$ cat src/rtl/stimulus_sequencer.sv
// Operand-pair sequencer: pulls two LFSR words per vector, presents them as (A, B)
// over valid/ready, and reports done once the programmed vector count is accepted.
module stimulus_sequencer #(
  parameter int WIDTH = 32,
  parameter int CNT_W = 16
) (
  input  logic             clk,
  input  logic             reset,
  input  logic             i_start,
  input  logic [CNT_W-1:0] i_count,
  input  logic             i_abort,
  input  logic [WIDTH-1:0] i_rand,
  output logic             o_rand_en,
  output logic [WIDTH-1:0] o_a,
  output logic [WIDTH-1:0] o_b,
  output logic             o_valid,
  input  logic             i_ready,
  output logic             o_busy,
  output logic             o_done,
  output logic [CNT_W-1:0] o_issued,
  output logic [2:0]       o_state
);

  typedef enum logic [2:0] {
    S_IDLE    = 3'd0,
    S_FETCH_A = 3'd1,
    S_FETCH_B = 3'd2,
    S_PRESENT = 3'd3,
    S_DONE    = 3'd4
  } state_t;

  localparam logic [CNT_W-1:0] ONE = {{(CNT_W-1){1'b0}}, 1'b1};

  state_t           state;
  state_t           state_nxt;
  logic [CNT_W-1:0] target;
  logic [CNT_W-1:0] issued_inc;
  logic             handshake;

  // Handshake: a pair transfers on a rising clk edge where o_valid and i_ready are
  // both high; o_valid never drops and o_a/o_b never change until that edge (or abort).
  assign handshake  = (state == S_PRESENT) && i_ready;
  assign issued_inc = o_issued + ONE;
  assign o_state    = state;

  always_ff @(posedge clk or posedge reset) begin
    if (reset) begin
      state <= S_IDLE;
    end else begin
      state <= state_nxt;
    end
  end

  always_comb begin
    state_nxt = state;
    case (state)
      S_IDLE, S_DONE: begin
        if (i_start) begin
          state_nxt = (i_count == '0) ? S_DONE : S_FETCH_A;
        end
      end
      S_FETCH_A: state_nxt = S_FETCH_B;
      S_FETCH_B: state_nxt = S_PRESENT;
      S_PRESENT: begin
        if (handshake) begin
          state_nxt = (issued_inc == target) ? S_DONE : S_FETCH_A;
        end
      end
      default: state_nxt = S_IDLE;
    endcase
    // Abort outranks everything, including a same-cycle handshake or start.
    if (i_abort) begin
      state_nxt = S_IDLE;
    end
  end

  always_comb begin
    o_rand_en = 1'b0;
    o_valid   = 1'b0;
    o_busy    = 1'b0;
    o_done    = 1'b0;
    case (state)
      S_FETCH_A: begin
        o_rand_en = 1'b1;
        o_busy    = 1'b1;
      end
      S_FETCH_B: begin
        o_rand_en = 1'b1;
        o_busy    = 1'b1;
      end
      S_PRESENT: begin
        o_valid = 1'b1;
        o_busy  = 1'b1;
      end
      S_DONE:  o_done = 1'b1;
      default: ;
    endcase
  end

  // Datapath updates are suppressed entirely in an abort cycle so A/B/issued hold.
  always_ff @(posedge clk or posedge reset) begin
    if (reset) begin
      o_a      <= '0;
      o_b      <= '0;
      o_issued <= '0;
      target   <= '0;
    end else if (!i_abort) begin
      case (state)
        S_IDLE, S_DONE: begin
          if (i_start) begin
            target   <= i_count;
            o_issued <= '0;
          end
        end
        S_FETCH_A: o_a <= i_rand;
        S_FETCH_B: o_b <= i_rand;
        S_PRESENT: begin
          if (handshake) begin
            o_issued <= issued_inc;
          end
        end
        default: ;
      endcase
    end
  end

endmodule
$ cat config.mk
export PLATFORM = sky130hd
export DESIGN_NAME = stimulus_sequencer
export DESIGN_NICKNAME = d
export VERILOG_FILES = /design/src/rtl/stimulus_sequencer.sv
export SDC_FILE = /design/constraint.sdc
export NUM_CORES = 1
export LEC_CHECK = 0
export CAP_MARGIN = 5
export CORE_UTILIZATION = 42
export CTS_CLUSTER_SIZE = 28
export DETAILED_ROUTE_END_ITERATION = 12
export MAX_ROUTING_LAYER = met4
export PLACE_DENSITY = 0.76
export SLEW_MARGIN = 5
export SYNTH_ARGS = -nofsm -noshare
export SYNTH_HDL_FRONTEND = slang
export SYNTH_SLANG_ARGS = --single-unit
$ cat constraint.sdc
create_clock -name clk -period 3.1 [get_ports clk]
set_input_delay 0.31 -clock clk [delete_from_list [all_inputs] [get_ports clk]]
set_output_delay 0.31 -clock clk [all_outputs]
set_load 0.02 [all_outputs]
## Yosys cells after proc, flatten, opt, wreduce, memory -nomap -nowiden

Index checks and enable logic that the tools add are counted.

| cells by class | value |
|---|---|
| $add $sub $neg | 1 |
| eq/ne operators | 9 |
| multiplexer cells | 13 |
| bitwise operators | 1 |
| reduce and logical (&&, ||, !) cells | 12 |

Operators with widths:

| operator | count |
|---|---|
| 2-to-1 mux 16 bit | 2 |
| one-hot mux 16 bit (2 select lines) | 1 |
| adder 16 x 1 -> 16 bit (second input constant) | 1 |
| == test 16 bit | 1 |
| logical NOT 16 bit | 1 |
| 2-to-1 mux 3 bit | 5 |
| one-hot mux 3 bit (4 select lines) | 1 |
| == test 3 x 2 -> 1 bit (second input constant) | 2 |
| != test 3 bit (second input constant) | 2 |
| AND reduction 2 bit | 3 |
| 2-to-1 mux 1 bit | 4 |
| != test 2 bit (second input constant) | 2 |
| AND reduction 4 bit | 1 |
| OR reduction 2 bit | 2 |
| == test 3 x 1 -> 1 bit (second input constant) | 1 |
| == test 3 bit (second input constant) | 1 |
| logical NOT 3 bit | 1 |
| AND reduction 3 bit | 1 |
| OR reduction 3 bit | 1 |
| nonzero test 2 bit | 1 |
| logical AND 1 bit | 1 |
| NOT 1 bit | 1 |

| storage, ports and cells | value |
|---|---|
| bits in registers | 99 |
| input bits | 53 |
| output and inout bits | 87 |
| word-level logic and storage cells | 41 |

## Longest topological paths before layout

Gate-level depths: netlist of run 1.

| depth | value |
|---|---|
| word-level depth | 6 |
| mapped depth | 8 |
| mapped depth without buffers | 7 |

## Worst setup path after synthesis of run 1

Ideal clock, no wire load.

| timing path | value |
|---|---|
| path kind | reg2reg |
| start | register o_issued[0] |
| end | register state[2], in the netlist o_state[2] |
| library setup time | 66 ps |
| arrival time | 2432 ps |
| data required time | 3034 ps |
| setup slack | 602 ps |
| cell stages (with the launch flop) | 7 |
| buffers on the path | 0 |
| period minus slack after synthesis | 2498 ps |
| path through | dfrtp_1 -> ha_1 -> nand3_2 -> or3_4 -> or4_4 -> a2111oi_4 -> a22o_1 |

| on the way | value |
|---|---|
| word-level cells in the longest chain between the ends | 6 |

RTL lines:

| what | line | source |
|---|---|---|
| start: declaration | 20 | `output logic [CNT_W-1:0] o_issued,` |
| start signal: assignment | 119 | `o_issued <= issued_inc;` |
| adder 16 x 1 -> 16 bit | 43 | `assign issued_inc = o_issued + ONE;` |
| == test 16 bit | 66 | `state_nxt = (issued_inc == target) ? S_DONE : S_FETCH_A;` |
| 2-to-1 mux 3 bit | 66 |  |
| 2-to-1 mux 3 bit | 65 | `if (handshake) begin` |
| one-hot mux 3 bit (4 select lines) | 56 | `case (state)` |
| 2-to-1 mux 3 bit | 72 | `if (i_abort) begin` |
| end signal: assignment | 50 | `state <= state_nxt;` |
| end: declaration | 34 | `state_t state;` |

Every way passes these cells. The select of a mux whose other input is x is not followed.
A chain may end at the register's enable or synchronous reset.

## Final worst setup path of run 1

Ends and elaborated chain as after synthesis.

==> results of run 1 <==
-- state kept, by name, indices dropped and copies added, names as in the netlist --
| name | count |
|---|---|
| o_a | 32 |
| o_b | 32 |
| o_issued | 16 |
| target | 16 |
| o_state | 3 |
-- metal layers --
layer	share of wire [%]	wire length, µm
met1	41	4530
met2	50	5470
met3	8.1	896
met4	1.1	121
met5	0	0
-- logic make-up after synthesis --
family,share of synthesized area [%]
DFF,55.4
and+or+nand+nor,9.94
muxes,20.1
AOI/OAI and AO/OA,6.52
buffers and inverters,2.43
xor gates and xnor gates,5.29
adders and majority gates,0.280
-- worst min-delay path by stage --
stage / start / end / slack [ns] / depth (start not counted)
finish: reset / o_issued[13] / 0.27 / 2
detailed placement: o_a[26] / o_a[26] / 0.49 / 1
floorplan: i_ready / o_state[1] / 0.42 / 1
CTS: reset / o_state[0] / 0.27 / 2
global placement: o_a[11] / o_a[11] / 0.49 / 1
global route: reset / o_state[0] / 0.29 / 2
-- power groups by stage --
stage	Clock (mW)	Combinational (mW)	Sequential (mW)
after global routing	0.861	2.71	2.24
final	0.785	2.57	2.17
after floorplan	0	0.857	2.67
after global placement	0	2.55	2.15
after detailed placement	0	2.58	2.18
after CTS	0.817	2.59	2.17
-- synthesized netlist by cell type --
| master | number |
|---|---|
| dfrtp_1 | 99 |
| clkbuf_1 | 11 |
| ha_1 | 1 |
| o31ai_1 | 5 |
| a2111oi_4 | 1 |
| a221o_1 | 1 |
| a21oi_1 | 4 |
| a21o_1 | 1 |
| buf_2 | 3 |
| a31oi_1 | 4 |
| or4_4 | 1 |
| nor4_1 | 8 |
| xnor2_1 | 20 |
| or3_4 | 1 |
| mux2i_1 | 1 |
| nor3_1 | 3 |
| xor2_1 | 7 |
| nand3_1 | 7 |
| or3b_2 | 1 |
| nor2b_1 | 2 |
| a22o_1 | 3 |
| and3_1 | 4 |
| mux2_2 | 79 |
| buf_1 | 6 |
| nand2_1 | 21 |
| nand3_2 | 2 |
| or3_1 | 2 |
| nand4_1 | 7 |
| o21ai_0 | 23 |
| o211ai_1 | 3 |
| nor3b_1 | 1 |
| nor3_2 | 1 |
| nand3b_1 | 1 |
| and2_1 | 2 |
| inv_1 | 8 |
| nor2_1 | 22 |
-- cell type report --
class | count | area (µm²) | share of cell area (%)
repair buffers | 145 | 1450 | 23.4
inverters | 8 | 32.5 | 0.524
clock buffers | 11 | 141 | 2.28
flip-flops and latches | 99 | 2480 | 39.9
well taps | 136 | 170 | 2.74
clock inverters | 5 | 42.5 | 0.686
multi-input cells | 239 | 1890 | 30.5
==> results.cfg, run 1 <==
[cells_and_area]
layout_fillers = 823
mostFrequentLayoutCell = clkdlybuf4s50_1
final_net_count = 556
antennaDiodeCount = 0
utilization_pct = 60.1
area_delta_synth_final_pct = 38.8
layout.cells.non_filler = 643
share_of_cells_above_drive_strength_1_pct = 21.5
layout.cell_area.non_filler_um2 = 6200
most_frequent_cells_in_the_layout = 139 x clkdlybuf4s50_1, 99 x dfrtp_1, 79 x mux2_2

[placed_design]
place_worst_setup_slack_ns = 0.561
gp_congestion = 0.913
placed_cells_incl_taps = 627
dpl-instance-area_um2 = 6020
numPortBuffers = 139
detailed_place_hpwl_um = 7930

[timing]
grt_setup_unrepaired = false
fmax_ghz = 0.392
final-hold-violation-count = 0
period_minus_slack_ns = 2.55
timing.max_slew.rel_slack_pct = 54.4
setup-violations-final = 0
setup_ws_ns = 0.546
tightestPinTransition_ns = 0.681
hold-worst-slack_ns = 0.273
slew_viol_final = 0
fin_crit_sh_pct = 82.4
finClkSkew_ns = 0.0134
fin_setup_tns_ns = 0

[critical_path]
timing.rr.end = o_state[2]
critPathRequiredTime_ns = 3.42
worst_ep_arrival_time_ns = 2.87
number_of_cells_traversed_by_the_worst_register_to_register_path = 6
worstPathCellList = ha_1 > nand3_2 > or3_4 > or4_4 > a2111oi_4 > a22o_1
critPathSlowestCell = or4_4
timing.critical_path.to = o_state[2]
setup.worst_path.class = reg -> reg
timing.rr.start = o_issued[0]
r2r_setup_slack_ns = 0.55
worst_path_dominant_cell_family = simple AND/OR/NAND/NOR gates
cp-startpoint = o_issued[0]
crit_buf_inv = 0
worstSetupStartpointType = flop
worst_path_largest_cell_delay_ns = 0.50
crit_fanout = 8
critical_path_cell_count = 6
critPathCaptureType = flop

[yosys]
synthDistinctLibCells = 36
synth_top_cells_by_area = dfrtp_1 55%, mux2_2 20%, xnor2_1 3.9%
yosysWarnings = 0
netlist.area_leader.share_pct = 55.4
avgSynthCellArea_um2 = 12.2
synth_area_um2 = 4470
synthesized_netlist_net_count = 420
synth.largest_area_cell = dfrtp_1
synth_seq_cells = 99
synth.yosys.seq_area_share_pct = 55.4
syn-instance-count = 366

[power_and_ir_drop]
power_frac_seq_pct = 39.3
power.total_mw = 5.52
p_sw_share_pct = 35.9
cellLeakagePower_nw = 2.48
power.density_nw_per_um2 = 890
comb_power_share_pct = 46.5
total_switching_power_mw = 1.98
power.ir.vdd_worst_mv = 0.642
clkPwrFrac_pct = 14.2
intPower_mw = 3.54

[cts]
worst_skew_late_latency_ns = 0.38
cts_tree = done
cts_htree_levels = 3
clk_transition_reported_paths_ns = 0.09
quantity_of_gates_resized_following_cts = 0
count_of_hold_buffers_inserted_by_post_cts_repair = 0
cts.sinks = 99
clockRootBuffer = clkbuf_8
number_of_setup_buffers_added_after_cts = 0
number_of_clock_buffers_inserted_by_tritoncts = 9
cts_buffer_depth = 2

[grt]
antenna_found_initial = 0
globalRouteTotalUtil_pct = 21.6
groute.layer.met3.usage_pct = 8.05
globalRouteOverflowTotal = 0
global_route_wire_length_before_repair_um = 17700
grt.met1_usage_pct = 24.8
met2_track_demand_over_resource_pct = 35.2
grt_max_degree = 44
first_global_vias = 3500
grt-busiest-layer = met2

[die]
rows = 37
io-pin-count = 140
die_h_um = 105
coreArea_um2 = 10300
initial_core_util_pct = 43.3
chipWidth_um = 105
die-area_um2 = 11100

[run]
max_cap_violations = 0

[min_path]
worst_hold_path_type = in -> async

[detailed_routing]
routed_wirelength_um = 11000
remaining_drc_errors = 0
routed_wire_length_per_instance_um = 17.1
drt_pass1_iterations = 4
detail_route.vias_per_cell = 5.28
via_count = 3397
detail_route.iter0.violations = 113
ant_nets = 0

[status]
run_status = completed
No activity file was read; power rests on OpenSTA's default activity.
==> inputs of run 2 (changes only) <==
Settings changed: CORE_UTILIZATION 42 to 46, PLACE_DENSITY 0.76 to 0.79.
Clock period 3.1 ns to 2.45 ns, I/O delays scaled along.
==> results.cfg, run 2 (synthesis results as in run 1) <==
[cells_and_area]
layout_fillers = 695
final_net_count = 564
share_of_cells_above_drive_strength_1_pct = 23.1
mostFrequentLayoutCell = clkdlybuf4s50_1
antennaDiodeCount = 0
area_delta_synth_final_pct = 41.5
layout.cell_area.non_filler_um2 = 6320
utilization_pct = 67.8
reg_top3 = o_a x32, o_b x32
most_frequent_cells_in_the_layout = 139 x clkdlybuf4s50_1, 97 x dfrtp_1, 79 x mux2_2
layout.cells.non_filler = 644

[cts]
clockRootBuffer = clkbuf_8
number_of_clock_buffers_inserted_by_tritoncts = 9
cts_buffer_depth = 2
worst_skew_late_latency_ns = 0.37
cts_tree = done
cts_htree_levels = 3
quantity_of_gates_resized_following_cts = 0
clk_transition_reported_paths_ns = 0.09
cts.sinks = 99

[power_and_ir_drop]
power.density_nw_per_um2 = 1140
power.total_mw = 7.18
power.ir.vdd_worst_mv = 0.787
cellLeakagePower_nw = 2.54

[min_path]
worst_hold_path_type = in -> async

[placed_design]
dpl-instance-area_um2 = 6090
numPortBuffers = 139
placed_cells_incl_taps = 627
detailed_place_hpwl_um = 7670
place_worst_setup_slack_ns = 0.142
gp_congestion = 0.872

[die]
chipWidth_um = 101
coreArea_um2 = 9330
initial_core_util_pct = 47.9
die_h_um = 101
io-pin-count = 140
rows = 35
die-area_um2 = 10100

[timing]
setup_ws_ns = 0.121
fmax_ghz = 0.429
fin_crit_sh_pct = 95.1
timing.max_slew.rel_slack_pct = 58.8
hold-worst-slack_ns = 0.309
setup-violations-final = 0
tightestPinTransition_ns = 0.613
period_minus_slack_ns = 2.33
grt_setup_unrepaired = false
slew_viol_final = 0
fin_setup_tns_ns = 0
final-hold-violation-count = 0
finClkSkew_ns = 0.0110

[detailed_routing]
via_count = 3393
detail_route.iter0.violations = 98
routed_wirelength_um = 10800
drt_pass1_iterations = 6
routed_wire_length_per_instance_um = 16.7
ant_nets = 0
remaining_drc_errors = 0
detail_route.vias_per_cell = 5.27

[critical_path]
critPathCaptureType = flop
worst_ep_arrival_time_ns = 2.64
r2r_setup_slack_ns = 0.12
crit_fanout = 6
setup.worst_path.class = reg -> reg
critPathRequiredTime_ns = 2.76
worstSetupStartpointType = flop

[run]
max_cap_violations = 0

[status]
run_status = completed

[grt]
globalRouteTotalUtil_pct = 23.5
first_global_vias = 3503
globalRouteOverflowTotal = 0
antenna_found_initial = 0
global_route_wire_length_before_repair_um = 17400
grt_max_degree = 100
## run 2: changes by cell type in the layout (fill, tap and decap cells not counted), sizes merged
| cell | delta |
|---|---|
| buf | +8 |
| inv | -1 |
| clkbuf | -1 |
| bufinv | +2 |
## run 2: per-layer routing
metal  track usage, %  vias to the layer above  part of all wire (%)  wire length (µm)
met2             37.2                      130                    48              5200
met1             27.7                     1661                    41              4420
met3             9.08                       13                   9.2               995
met4             7.13                        0                   1.4               151
met5                -                        -                     0                 0
li1                 -                     1589                     -                 -
## run 2: timing repair
item | 4_1_cts | 5_1_grt
hold buffers | 0 | 0
buffers inserted | 0 | 1
endpoints found under the setup margin | 0 | 1
## run 2: path summary, 6_finish.rpt
kind,from,end,depth (start not counted)
max reg2reg,o_issued[1],o_state[2],6
min reg2reg,o_b[18],o_b[18],1
max in group asynchronous,reset,o_b[1],3
min,reset,o_state[1],3
min in group clk,i_count[10],target[10],3
max,o_issued[1],o_state[2],6
## run 2: report_power, final
part	internal, mW	leakage (nW)	switching [mW]
logic	1.77	1.22	1.51
clock network	0.592	0.115	0.587
registers	2.31	1.21	0.411
## run 2: area by class of cell
type	count	area, µm²	share of cell area (%)
timing repair buffer	153	1530	24.3
clock inverter	6	96.3	1.52
multi-input combinational	239	1890	29.9
sequential	99	2480	39.2
tap	129	161	2.55
inverter	8	33.8	0.534
clock buffer	10	128	2.02
## run 2: critical path, cell delays in order, from the launching register on
cell and delay [ns]:
dfrtp_2 0.42, ha_1 0.20, nand3_2 0.12, or3_4 0.42
or4_4 0.51, a2111oi_4 0.41, a22o_1 0.20
==> inputs of run 3 (changes only) <==
Settings changed: CTS_BUF_LIST set to sky130_fd_sc_hd__clkbuf_8.
==> results.cfg, run 3 (synthesis results as in run 1) <==
[cts]
cts_htree_levels = 3
clk_transition_reported_paths_ns = 0.09
cts_tree = done
number_of_clock_buffers_inserted_by_tritoncts = 9
cts_buffer_depth = 2
count_of_hold_buffers_inserted_by_post_cts_repair = 0
clockRootBuffer = clkbuf_8
cts.sinks = 99
worst_skew_late_latency_ns = 0.37

[placed_design]
gp_congestion = 0.872
place_worst_setup_slack_ns = 0.142
detailed_place_hpwl_um = 7670
placed_cells_incl_taps = 627
numPortBuffers = 139

[detailed_routing]
remaining_drc_errors = 0
drt_pass1_iterations = 4
detail_route.iter0.violations = 98
via_count = 3389
routed_wirelength_um = 10800
routed_wire_length_per_instance_um = 16.7
ant_nets = 0
detail_route.vias_per_cell = 5.26

[critical_path]
critPathSlowestCell = or4_4
setup.worst_path.class = reg -> reg
worstSetupStartpointType = flop
worst_ep_arrival_time_ns = 2.64
crit_buf_inv = 0
critPathCaptureType = flop
worst_path_dominant_cell_family = simple AND/OR/NAND/NOR gates
timing.rr.start = o_issued[1]
worstPathCellList = ha_1 > nand3_2 > or3_4 > or4_4 > a2111oi_4 > a22o_1
critPathRequiredTime_ns = 2.76
cp-startpoint = o_issued[1]
crit_fanout = 6
worst_path_largest_cell_delay_ns = 0.51

[run]
max_cap_violations = 0

[timing]
fin_crit_sh_pct = 95.2
fin_setup_tns_ns = 0
grt_setup_unrepaired = false
setup_ws_ns = 0.118
hold-worst-slack_ns = 0.309
final-hold-violation-count = 0
slew_viol_final = 0
setup-violations-final = 0
period_minus_slack_ns = 2.33
fmax_ghz = 0.429
finClkSkew_ns = 0.0113
tightestPinTransition_ns = 0.562
timing.max_slew.rel_slack_pct = 62.2

[cells_and_area]
layout_fillers = 695
mostFrequentLayoutCell = clkdlybuf4s50_1
layout.cells.non_filler = 644
reg_top3 = o_a x32, o_b x32
final_net_count = 564
antennaDiodeCount = 0
utilization_pct = 67.8
area_delta_synth_final_pct = 41.5
most_frequent_cells_in_the_layout = 139 x clkdlybuf4s50_1, 97 x dfrtp_1, 79 x mux2_2
share_of_cells_above_drive_strength_1_pct = 23.1

[grt]
grt_max_degree = 100
first_global_vias = 3503
antenna_found_initial = 0
globalRouteTotalUtil_pct = 23.5
globalRouteOverflowTotal = 0
global_route_wire_length_before_repair_um = 17400

[die]
coreArea_um2 = 9330
die_h_um = 101
io-pin-count = 140
initial_core_util_pct = 47.9
die-area_um2 = 10100
chipWidth_um = 101
rows = 35

[min_path]
worst_hold_path_type = in -> async

[status]
run_status = completed

[power_and_ir_drop]
power.ir.vdd_worst_mv = 0.787
cellLeakagePower_nw = 2.54
power.density_nw_per_um2 = 1130
-- run 3: cell count changes in the layout (fill, tap and decap cells not counted) --
cell      change
clkbuf_1      -1
inv_1         +1
-- run 3: path summary, 6_finish.rpt --
| check | endpoint | slack, ns | cells after the start |
|---|---|---|---|
| worst max-delay path | o_state[2] | 0.12 | 6 |
| worst min-delay path | o_state[1] | 0.31 | 3 |
| worst max register to register | o_state[2] | 0.12 | 6 |
| worst min register to register | o_b[18] | 0.51 | 1 |
| max in group asynchronous | o_b[1] | 1.67 | 3 |
| min in group clk | target[10] | 0.46 | 3 |
-- run 3: cell type report --
class / instances / area (µm²) / share of cell area [%]
clock inverters: 7 / 100 / 1.58
clock buffers: 9 / 124 / 1.96
multi-input cells: 239 / 1890 / 29.9
repair buffers: 153 / 1530 / 24.3
inverters: 8 / 33.8 / 0.534
well taps: 129 / 161 / 2.55
flip-flops and latches: 99 / 2480 / 39.2
-- run 3: metal layers --
metal | vias up | track usage (%) | part of all wire, %
li1 | 1588 | - | -
met4 | 0 | 7.13 | 1.4
met3 | 11 | 9.08 | 9.1
met5 | - | - | 0
met2 | 130 | 37.2 | 48
met1 | 1660 | 27.7 | 41
-- run 3: stage by stage --
stage	cell area (µm²)	total power, mW
after floorplan	4480	4.46
after global placement	6090	5.97
after detailed placement	6090	6.04
after CTS	6320	7.25
after global routing	6320	7.56
final	6320	7.18
-- run 3: power breakdown --
group | internal (mW) | switching, mW | leakage (nW) | total [mW]
sequential | 2.31 | 0.411 | 1.21 | 2.72
combinational | 1.77 | 1.51 | 1.22 | 3.28
clock | 0.588 | 0.587 | 0.119 | 1.18
total | 4.67 | 2.51 | 2.54 | 7.18
-- run 3: worst min-delay path: stages --
cell and delay (ns):
clkdlybuf4s50_1 0.44, clkinvlp_4 0.09, buf_12 0.34
-- run 3: repair_timing --
item,4_1_cts,5_1_grt
gates resized for setup,0,0
setup buffers,0,1
endpoints found under the setup margin,0,1
